## src/rtl/alu_sys_pkg.sv

```systemverilog
// ----------------------------------------------------------------------------
// alu_sys_pkg
//   Shared definitions for the ALU command controller: FSM state encoding,
//   command bytes that open a frame, and the ALU function codes.
// ----------------------------------------------------------------------------
package alu_sys_pkg;

    localparam int DATA_WIDTH   = 8;
    localparam int RESULT_WIDTH = 2 * DATA_WIDTH;

    // Frame-opening command bytes
    localparam logic [7:0] CMD_ALU_OPER  = 8'hCC;  // A, B, FUN follow
    localparam logic [7:0] CMD_ALU_NOPER = 8'hDD;  // only FUN follows

    // ALU function codes
    localparam logic [3:0] FUN_ADD   = 4'h0;
    localparam logic [3:0] FUN_SUB   = 4'h1;
    localparam logic [3:0] FUN_MUL   = 4'h2;
    localparam logic [3:0] FUN_DIV   = 4'h3;
    localparam logic [3:0] FUN_AND   = 4'h4;
    localparam logic [3:0] FUN_OR    = 4'h5;
    localparam logic [3:0] FUN_NAND  = 4'h6;
    localparam logic [3:0] FUN_NOR   = 4'h7;
    localparam logic [3:0] FUN_XOR   = 4'h8;
    localparam logic [3:0] FUN_XNOR  = 4'h9;
    localparam logic [3:0] FUN_CMPEQ = 4'hA;
    localparam logic [3:0] FUN_CMPGT = 4'hB;
    localparam logic [3:0] FUN_CMPLT = 4'hC;
    localparam logic [3:0] FUN_SHR   = 4'hD;
    localparam logic [3:0] FUN_SHL   = 4'hE;

    // Ten states do not fit in three bits, so the encoding is four bits wide.
    typedef enum logic [3:0] {
        ST_IDLE     = 4'd0,
        ST_GET_A    = 4'd1,
        ST_GET_B    = 4'd2,
        ST_GET_FUN  = 4'd3,
        ST_EXEC     = 4'd4,
        ST_WAIT_RES = 4'd5,
        ST_SEND_LO  = 4'd6,
        ST_GUARD_LO = 4'd7,
        ST_SEND_HI  = 4'd8,
        ST_GUARD_HI = 4'd9
    } state_e;

endpackage : alu_sys_pkg

```

## src/rtl/alu_sys_ctrl.sv

```systemverilog
// ----------------------------------------------------------------------------
// alu_sys_ctrl
//   Command-side controller for an ALU. Parses command frames from a UART RX
//   byte stream, loads operands/function into the ALU, pulses its enable,
//   captures the 16-bit result and sends it to the UART TX low byte first.
//
// Ports
//   i_clk            system clock
//   i_rst            asynchronous active-high reset
//   i_rx_data[7:0]   received byte
//   i_rx_valid       1-cycle strobe, i_rx_data valid
//   o_alu_a[7:0]     operand A (registered)
//   o_alu_b[7:0]     operand B (registered)
//   o_alu_fun[3:0]   function code (registered)
//   o_alu_en         1-cycle ALU enable pulse
//   i_alu_out[15:0]  ALU result
//   i_alu_out_valid  ALU result valid
//   o_tx_data[7:0]   byte to transmit (registered)
//   o_tx_valid       1-cycle transmit request
//   i_tx_busy        transmitter busy
//   o_ctrl_busy      high in every state except IDLE
//   o_state          current FSM state (debug/observability)
//
// Handshakes
//   RX: i_rx_valid is a strobe with no back-pressure; a byte arriving while
//       the FSM is not collecting a frame is dropped, o_ctrl_busy warns the
//       sender. TX: a byte is offered only when i_tx_busy is low and is then
//       presented with o_tx_valid for exactly one cycle; a guard cycle
//       follows so the transmitter has time to raise i_tx_busy.
// ----------------------------------------------------------------------------
module alu_sys_ctrl
    import alu_sys_pkg::*;
(
    input  logic                    i_clk,
    input  logic                    i_rst,
    input  logic [DATA_WIDTH-1:0]   i_rx_data,
    input  logic                    i_rx_valid,
    output logic [DATA_WIDTH-1:0]   o_alu_a,
    output logic [DATA_WIDTH-1:0]   o_alu_b,
    output logic [3:0]              o_alu_fun,
    output logic                    o_alu_en,
    input  logic [RESULT_WIDTH-1:0] i_alu_out,
    input  logic                    i_alu_out_valid,
    output logic [DATA_WIDTH-1:0]   o_tx_data,
    output logic                    o_tx_valid,
    input  logic                    i_tx_busy,
    output logic                    o_ctrl_busy,
    output state_e                  o_state
);

    state_e                  r_state;
    logic [DATA_WIDTH-1:0]   r_alu_a;
    logic [DATA_WIDTH-1:0]   r_alu_b;
    logic [3:0]              r_alu_fun;
    logic                    r_alu_en;
    logic [RESULT_WIDTH-1:0] r_res;
    logic [DATA_WIDTH-1:0]   r_tx_data;
    logic                    r_tx_valid;

    always_ff @(posedge i_clk or posedge i_rst) begin
        if (i_rst) begin
            r_state    <= ST_IDLE;
            r_alu_a    <= '0;
            r_alu_b    <= '0;
            r_alu_fun  <= '0;
            r_alu_en   <= 1'b0;
            r_res      <= '0;
            r_tx_data  <= '0;
            r_tx_valid <= 1'b0;
        end else begin
            // Strobes default low so each is a single-cycle pulse.
            r_alu_en   <= 1'b0;
            r_tx_valid <= 1'b0;

            case (r_state)
                ST_IDLE: begin
                    if (i_rx_valid) begin
                        if (i_rx_data == CMD_ALU_OPER) begin
                            r_state <= ST_GET_A;
                        end else if (i_rx_data == CMD_ALU_NOPER) begin
                            r_state <= ST_GET_FUN;
                        end
                    end
                end

                ST_GET_A: begin
                    if (i_rx_valid) begin
                        r_alu_a <= i_rx_data;
                        r_state <= ST_GET_B;
                    end
                end

                ST_GET_B: begin
                    if (i_rx_valid) begin
                        r_alu_b <= i_rx_data;
                        r_state <= ST_GET_FUN;
                    end
                end

                ST_GET_FUN: begin
                    if (i_rx_valid) begin
                        r_alu_fun <= i_rx_data[3:0];
                        // Enable is raised on entry so it is high for the
                        // whole EXEC cycle, one cycle after the last byte.
                        r_alu_en  <= 1'b1;
                        r_state   <= ST_EXEC;
                    end
                end

                ST_EXEC: begin
                    r_state <= ST_WAIT_RES;
                end

                ST_WAIT_RES: begin
                    if (i_alu_out_valid) begin
                        r_res   <= i_alu_out;
                        r_state <= ST_SEND_LO;
                    end
                end

                ST_SEND_LO: begin
                    // While the transmitter is busy, TX data is left untouched.
                    if (!i_tx_busy) begin
                        r_tx_data  <= r_res[7:0];
                        r_tx_valid <= 1'b1;
                        r_state    <= ST_GUARD_LO;
                    end
                end

                ST_GUARD_LO: begin
                    r_state <= ST_SEND_HI;
                end

                ST_SEND_HI: begin
                    if (!i_tx_busy) begin
                        r_tx_data  <= r_res[15:8];
                        r_tx_valid <= 1'b1;
                        r_state    <= ST_GUARD_HI;
                    end
                end

                ST_GUARD_HI: begin
                    r_state <= ST_IDLE;
                end

                default: begin
                    r_state <= ST_IDLE;
                end
            endcase
        end
    end

    assign o_alu_a     = r_alu_a;
    assign o_alu_b     = r_alu_b;
    assign o_alu_fun   = r_alu_fun;
    assign o_alu_en    = r_alu_en;
    assign o_tx_data   = r_tx_data;
    assign o_tx_valid  = r_tx_valid;
    // Decoded from the state register, so it is glitch-free and drops to 0
    // as soon as reset forces IDLE.
    assign o_ctrl_busy = (r_state != ST_IDLE);
    assign o_state     = r_state;

endmodule : alu_sys_ctrl

```

## config.mk

```make
export PLATFORM = sky130hd
export DESIGN_NAME = alu_sys_ctrl
export DESIGN_NICKNAME = d
export VERILOG_FILES = /design/src/rtl/alu_sys_pkg.sv /design/src/rtl/alu_sys_ctrl.sv
export SDC_FILE = /design/constraint.sdc
export NUM_CORES = 1
export LEC_CHECK = 0
export BUFFER_PORTS_ARGS = -buffer_cell sky130_fd_sc_hd__buf_2
export CAP_MARGIN = 20
export CELL_PAD_IN_SITES_DETAIL_PLACEMENT = 0
export CELL_PAD_IN_SITES_GLOBAL_PLACEMENT = 1
export CORE_AREA = 2 2 80 101
export DETAILED_ROUTE_END_ITERATION = 7
export DIE_AREA = 0 0 82 103
export PLACE_DENSITY = 0.57
export SYNTH_ARGS = -nofsm -noshare
export SYNTH_HDL_FRONTEND = slang
export SYNTH_SLANG_ARGS = --single-unit
```

## constraint.sdc

```tcl
create_clock -name i_clk -period 4.1 [get_ports i_clk]
set_input_delay 0.41 -clock i_clk [delete_from_list [all_inputs] [get_ports i_clk]]
set_output_delay 0.41 -clock i_clk [all_outputs]
set_load 0.03 [all_outputs]
```

# ---- Word level (Yosys, flattened, before mapping)
# Cells that the tools add are included.
dict set report op_classes {
  mux 17
  n_reduce_logical 10
  eq_ne 18
}
# op count
set op_table {}
lappend op_table {{two-way mux 4 bit} 9}
lappend op_table {{case mux 4 bit (9 select lines)} 1}
lappend op_table {{== test 4 x 3 -> 1 bit, second input constant} 4}
lappend op_table {{== test 8 bit, second input constant} 2}
lappend op_table {{two-way mux 8 bit} 2}
lappend op_table {{case mux 8 bit (2 select lines)} 1}
lappend op_table {{!= test 2 bit, second input constant} 7}
lappend op_table {{== test 4 x 2 -> 1 bit, second input constant} 2}
lappend op_table {{AND reduction 2 bit} 4}
lappend op_table {{AND reduction 8 bit} 1}
lappend op_table {{== test 4 x 1 -> 1 bit, second input constant} 1}
lappend op_table {{== test 4 bit, second input constant} 1}
lappend op_table {{zero test 4 bit} 1}
lappend op_table {{two-way mux 1 bit} 4}
lappend op_table {{nonzero test 4 bit} 1}
lappend op_table {{!= test 3 bit, second input constant} 1}
lappend op_table {{AND reduction 3 bit} 1}
lappend op_table {{nonzero test 2 bit} 1}
lappend op_table {{OR reduction 2 bit} 1}
dict set report totals {
  elab_cells 53
  reg_bits 50
}

# ---- Logic depth before layout (Yosys ltp)
dict set report logic_depth {
  word_depth 5
  mapped_depth 6
  ltp_nobuf 4
}

# ---- Worst setup path after synthesis
# Ideal clock, no wire load.
dict set report synth_timing {
  kind {reg2reg}
  from {register r_state[0], in the netlist o_state[0]}
  to {register r_res[0]}
  path_stages_with_launch 6
  t_arrival_ns 1.512
  period_less_slack_ns 1.637
  t_required_ns 3.975
  n_path_buf 2
  slack_ns 2.463
  cell_sequence {dfrtp_1 -> buf_4 -> and2b_2 -> nand4b_4 -> buf_6 -> mux2_4}
}
dict set report synth_via {
  elab_chain_len 2
}
# item line_no
set synth_rtl {}
lappend synth_rtl {{from (decl)} alu_sys_ctrl.sv:51} ;# state_e r_state;
lappend synth_rtl {{from (signal assigned)} alu_sys_ctrl.sv:62} ;# r_state <= ST_IDLE;
lappend synth_rtl {{from (signal assigned)} alu_sys_ctrl.sv:79} ;# r_state <= ST_GET_A;
lappend synth_rtl {{from (signal assigned)} alu_sys_ctrl.sv:81} ;# r_state <= ST_GET_FUN;
lappend synth_rtl {{== test 4 x 3 -> 1 bit} alu_sys_ctrl.sv:75} ;# case (r_state)
lappend synth_rtl {{AND reduction 2 bit (no line)} -}
lappend synth_rtl {{to (signal assigned)} alu_sys_ctrl.sv:116} ;# r_res <= i_alu_out;
lappend synth_rtl {{to (decl)} alu_sys_ctrl.sv:56} ;# logic [RESULT_WIDTH-1:0] r_res;
# No other way between the ends.
# A chain may end at the register's enable or synchronous reset.

# ---- Worst setup path after layout
dict set report layout_timing {
  from {register r_state[2], in the netlist o_state[2]}
  to {output o_ctrl_busy}
}
dict set report layout_via {
  elab_chain_len 1
}
# item line_no
set layout_rtl {}
lappend layout_rtl {{nonzero test 4 bit} alu_sys_ctrl.sv:161} ;# assign o_ctrl_busy = (r_state != ST_IDLE);
lappend layout_rtl {{to (decl)} alu_sys_ctrl.sv:47} ;# output logic o_ctrl_busy,
# No other way between the ends.

==> metrics <==
Top Layer Used=met4; antenna cells=0; Slew headroom=56.2%; Hold/Removal Path Class=input pin to asynchronous set/reset pin; Finished Cell Area=2720 sq um; final period utilization=45.5%; final max-slew violation count=0; final-report setup violation count=0; DRT iter0 DRCs=86; Rows=36; Mean Syn Cell Area=13.9 sq um; count leader, synth=dfrtp_1; clock transition at the registers of the reported paths=0.10 ns; cell leakage power=1.34 nW; total CTS buffers=5; CP endpoint kind=output port; GPL Wtd Cong=0.715; Distinct cells, synth=35; critical path type=flop to output port; final hold violation count=0; CP max FO=14; WP data required=3.69 ns; DPL Wire Length=3.24 mm; Fill cells=783; fmax=0.536 GHz; sequential element share of the synthesized area=56.7%; initial antenna violation count=0; largest area contributor in the netlist=dfrtp_1; Multi-input gate area=886 sq um; CTS sink count=50; Avg Vias per Cell=4.46; Post-DP Area=2590 sq um; Synth warnings=0; Clock Path Buffers=2; core area=7570 sq um; met2 wire len=2.02 mm; first-pass GRT wire length=7.31 mm; Vias=1,427; GRT Overall Usage=11.6%; critical path's slowest cell=dfrtp_1; number of H-tree levels=2; total of max-cap violations=0; arrival time worst endpoint=1.45 ns; nets@finish=253; DRT Wirelength=4.51 mm; WL met1=2.10 mm; Setup Total Neg Slack=0 ns; RSZ-0062 raised after global routing=no; Post-CTS Hold Fix Bufs=0; Yosys reg bits=50; Die ar.=8450 sq um; Most used DFF post-synth=dfrtp_1; slew at the pin closest to its max-slew limit=0.656 ns; synthesized area=2210 sq um; CTS tree=done; Area contributors post-synth=dfrtp_1 (57%), mux2_2 (11%), mux2_4 (6.8%); cell count after synthesis=159; die span in y=103 um; ANT nets after route=0; first-pass iteration count of the detailed router=4; metal3 WL=341 um; fin crit period=1.86 ns; number of synthesized flops with an enable pin=0; Fin Clk Skew=0.00688 ns; DR WL/cell=14.1 um; type of origin of the critical path=flop; Clock Tree Root=clkbuf_8; post_cts resized=0; Residual DRC=0; layout cell share with drive strength beyond 1=50.7%; I/O Buffers=63; worst slack, placed=2.31 ns; starting density of the core=29.2%; vias in the first global route=1,467; top post-synthesis cells by count=dfrtp_1 (50), mux2_2 (21), nand2_1 (13); Die Width=82 um; crit-path cells=nor2_2 -> nand2_1 -> buf_2; setup bufs post-CTS=0; Area Growth Syn to Fin=23.3%; worst-skew pair later-pin latency=0.30 ns; gr ovfl total=0; Worst path max stage delay=0.56 ns; Mapped Nets=188; Synth top area share=56.7%; power per cell area=804 nW/um^2; VDD IR max=386 uV; Crit path buffers/inverters=1; Top Family by Delay on Critical Path=flip-flops; setup ws final=2.24 ns; num ports=64; outcome=complete, no violations; fraction of registers with async set/reset=100%; register area=1250 sq um; largest net degree at the start of global routing=51
==> sequential cells by signal, summed over array words and instances (netlist names) <==
| register | cells |
|---|---|
| o_alu_b | 8 |
| r_res | 16 |
| o_alu_en | 1 |
| o_state | 4 |
| o_alu_a | 8 |
| o_tx_data | 8 |
| o_tx_valid | 1 |
| o_alu_fun | 4 |
==> through the flow <==
| stage | total power, mW | hold slack, ns | std cells | util (%) |
|---|---|---|---|---|
| finish | 2.19 | 0.145 | 320 | 35.9 |
| global route | 2.34 | 0.195 | 320 | 35.9 |
| CTS | 2.22 | 0.321 | 319 | 35.7 |
| detailed placement | 1.86 | 0.468 | 311 | 34.2 |
| global placement | 1.86 | 0.457 | 311 | 34.2 |
| floorplan | 1.61 | 0.479 | 159 | - |
==> worst paths after layout <==
path,depth (start not counted),to,slack [ns],startpoint
min in group i_clk,2,r_res[7],0.33,i_alu_out[7]
hold reg to reg,2,o_alu_a[2],0.48,o_alu_a[2]
max in group asynchronous,3,o_state[3],3.42,i_rst
hold / removal,2,o_alu_a[3],0.14,i_rst
setup reg to reg,3,r_res[0],2.31,o_state[1]
setup / recovery,3,o_ctrl_busy,2.24,o_state[2]
==> power breakdown <==
part           internal (mW)  switching, mW
sequential             0.723          0.164
clock                  0.182          0.165
combinational          0.394          0.559
==> placed cells by master, fill, tap and decap left out, drive strengths merged, types with 2 or more instances in the layout <==
cell,netlist,final
buf,7,65
dfrtp,50,50
mux2,34,34
nand2,13,13
o21ai,11,11
mux2i,8,8
nor2,7,7
clkbuf,0,6
a21oi,3,3
inv,3,3
nand4b,3,3
nor4,2,2
o41ai,2,2
nand2b,2,2
nor3b,2,2
nand3,2,2
==> cells by family after synthesis <==
logic type	share of synthesized area, %
AOI/OAI and AO/OA	5.62
xor gates and xnor gates	0.397
buffers and inverters	3.12
DFF	56.7
muxes	22.7
and+or+nand+nor	11.5
==> per-layer routing <==
metal | GRT usage (%) | vias up
met4 | 4.23 | 0
met2 | 19.4 | 58
met1 | 14.2 | 672
met5 | 0 | -
met3 | 3.15 | 5
li1 | - | 692
==> cell type report <==
| class | count | area share, % |
|---|---|---|
| Inverter | 3 | 0.414 |
| Timing Repair Buffer | 65 | 12.6 |
| Sequential cell | 50 | 46.0 |
| Clock inverter | 2 | 1.38 |
| Multi-Input combinational cell | 99 | 32.6 |
| Clock buffer | 6 | 2.67 |
| Tap cell | 95 | 4.37 |
Power figures use the tool's default switching activity.
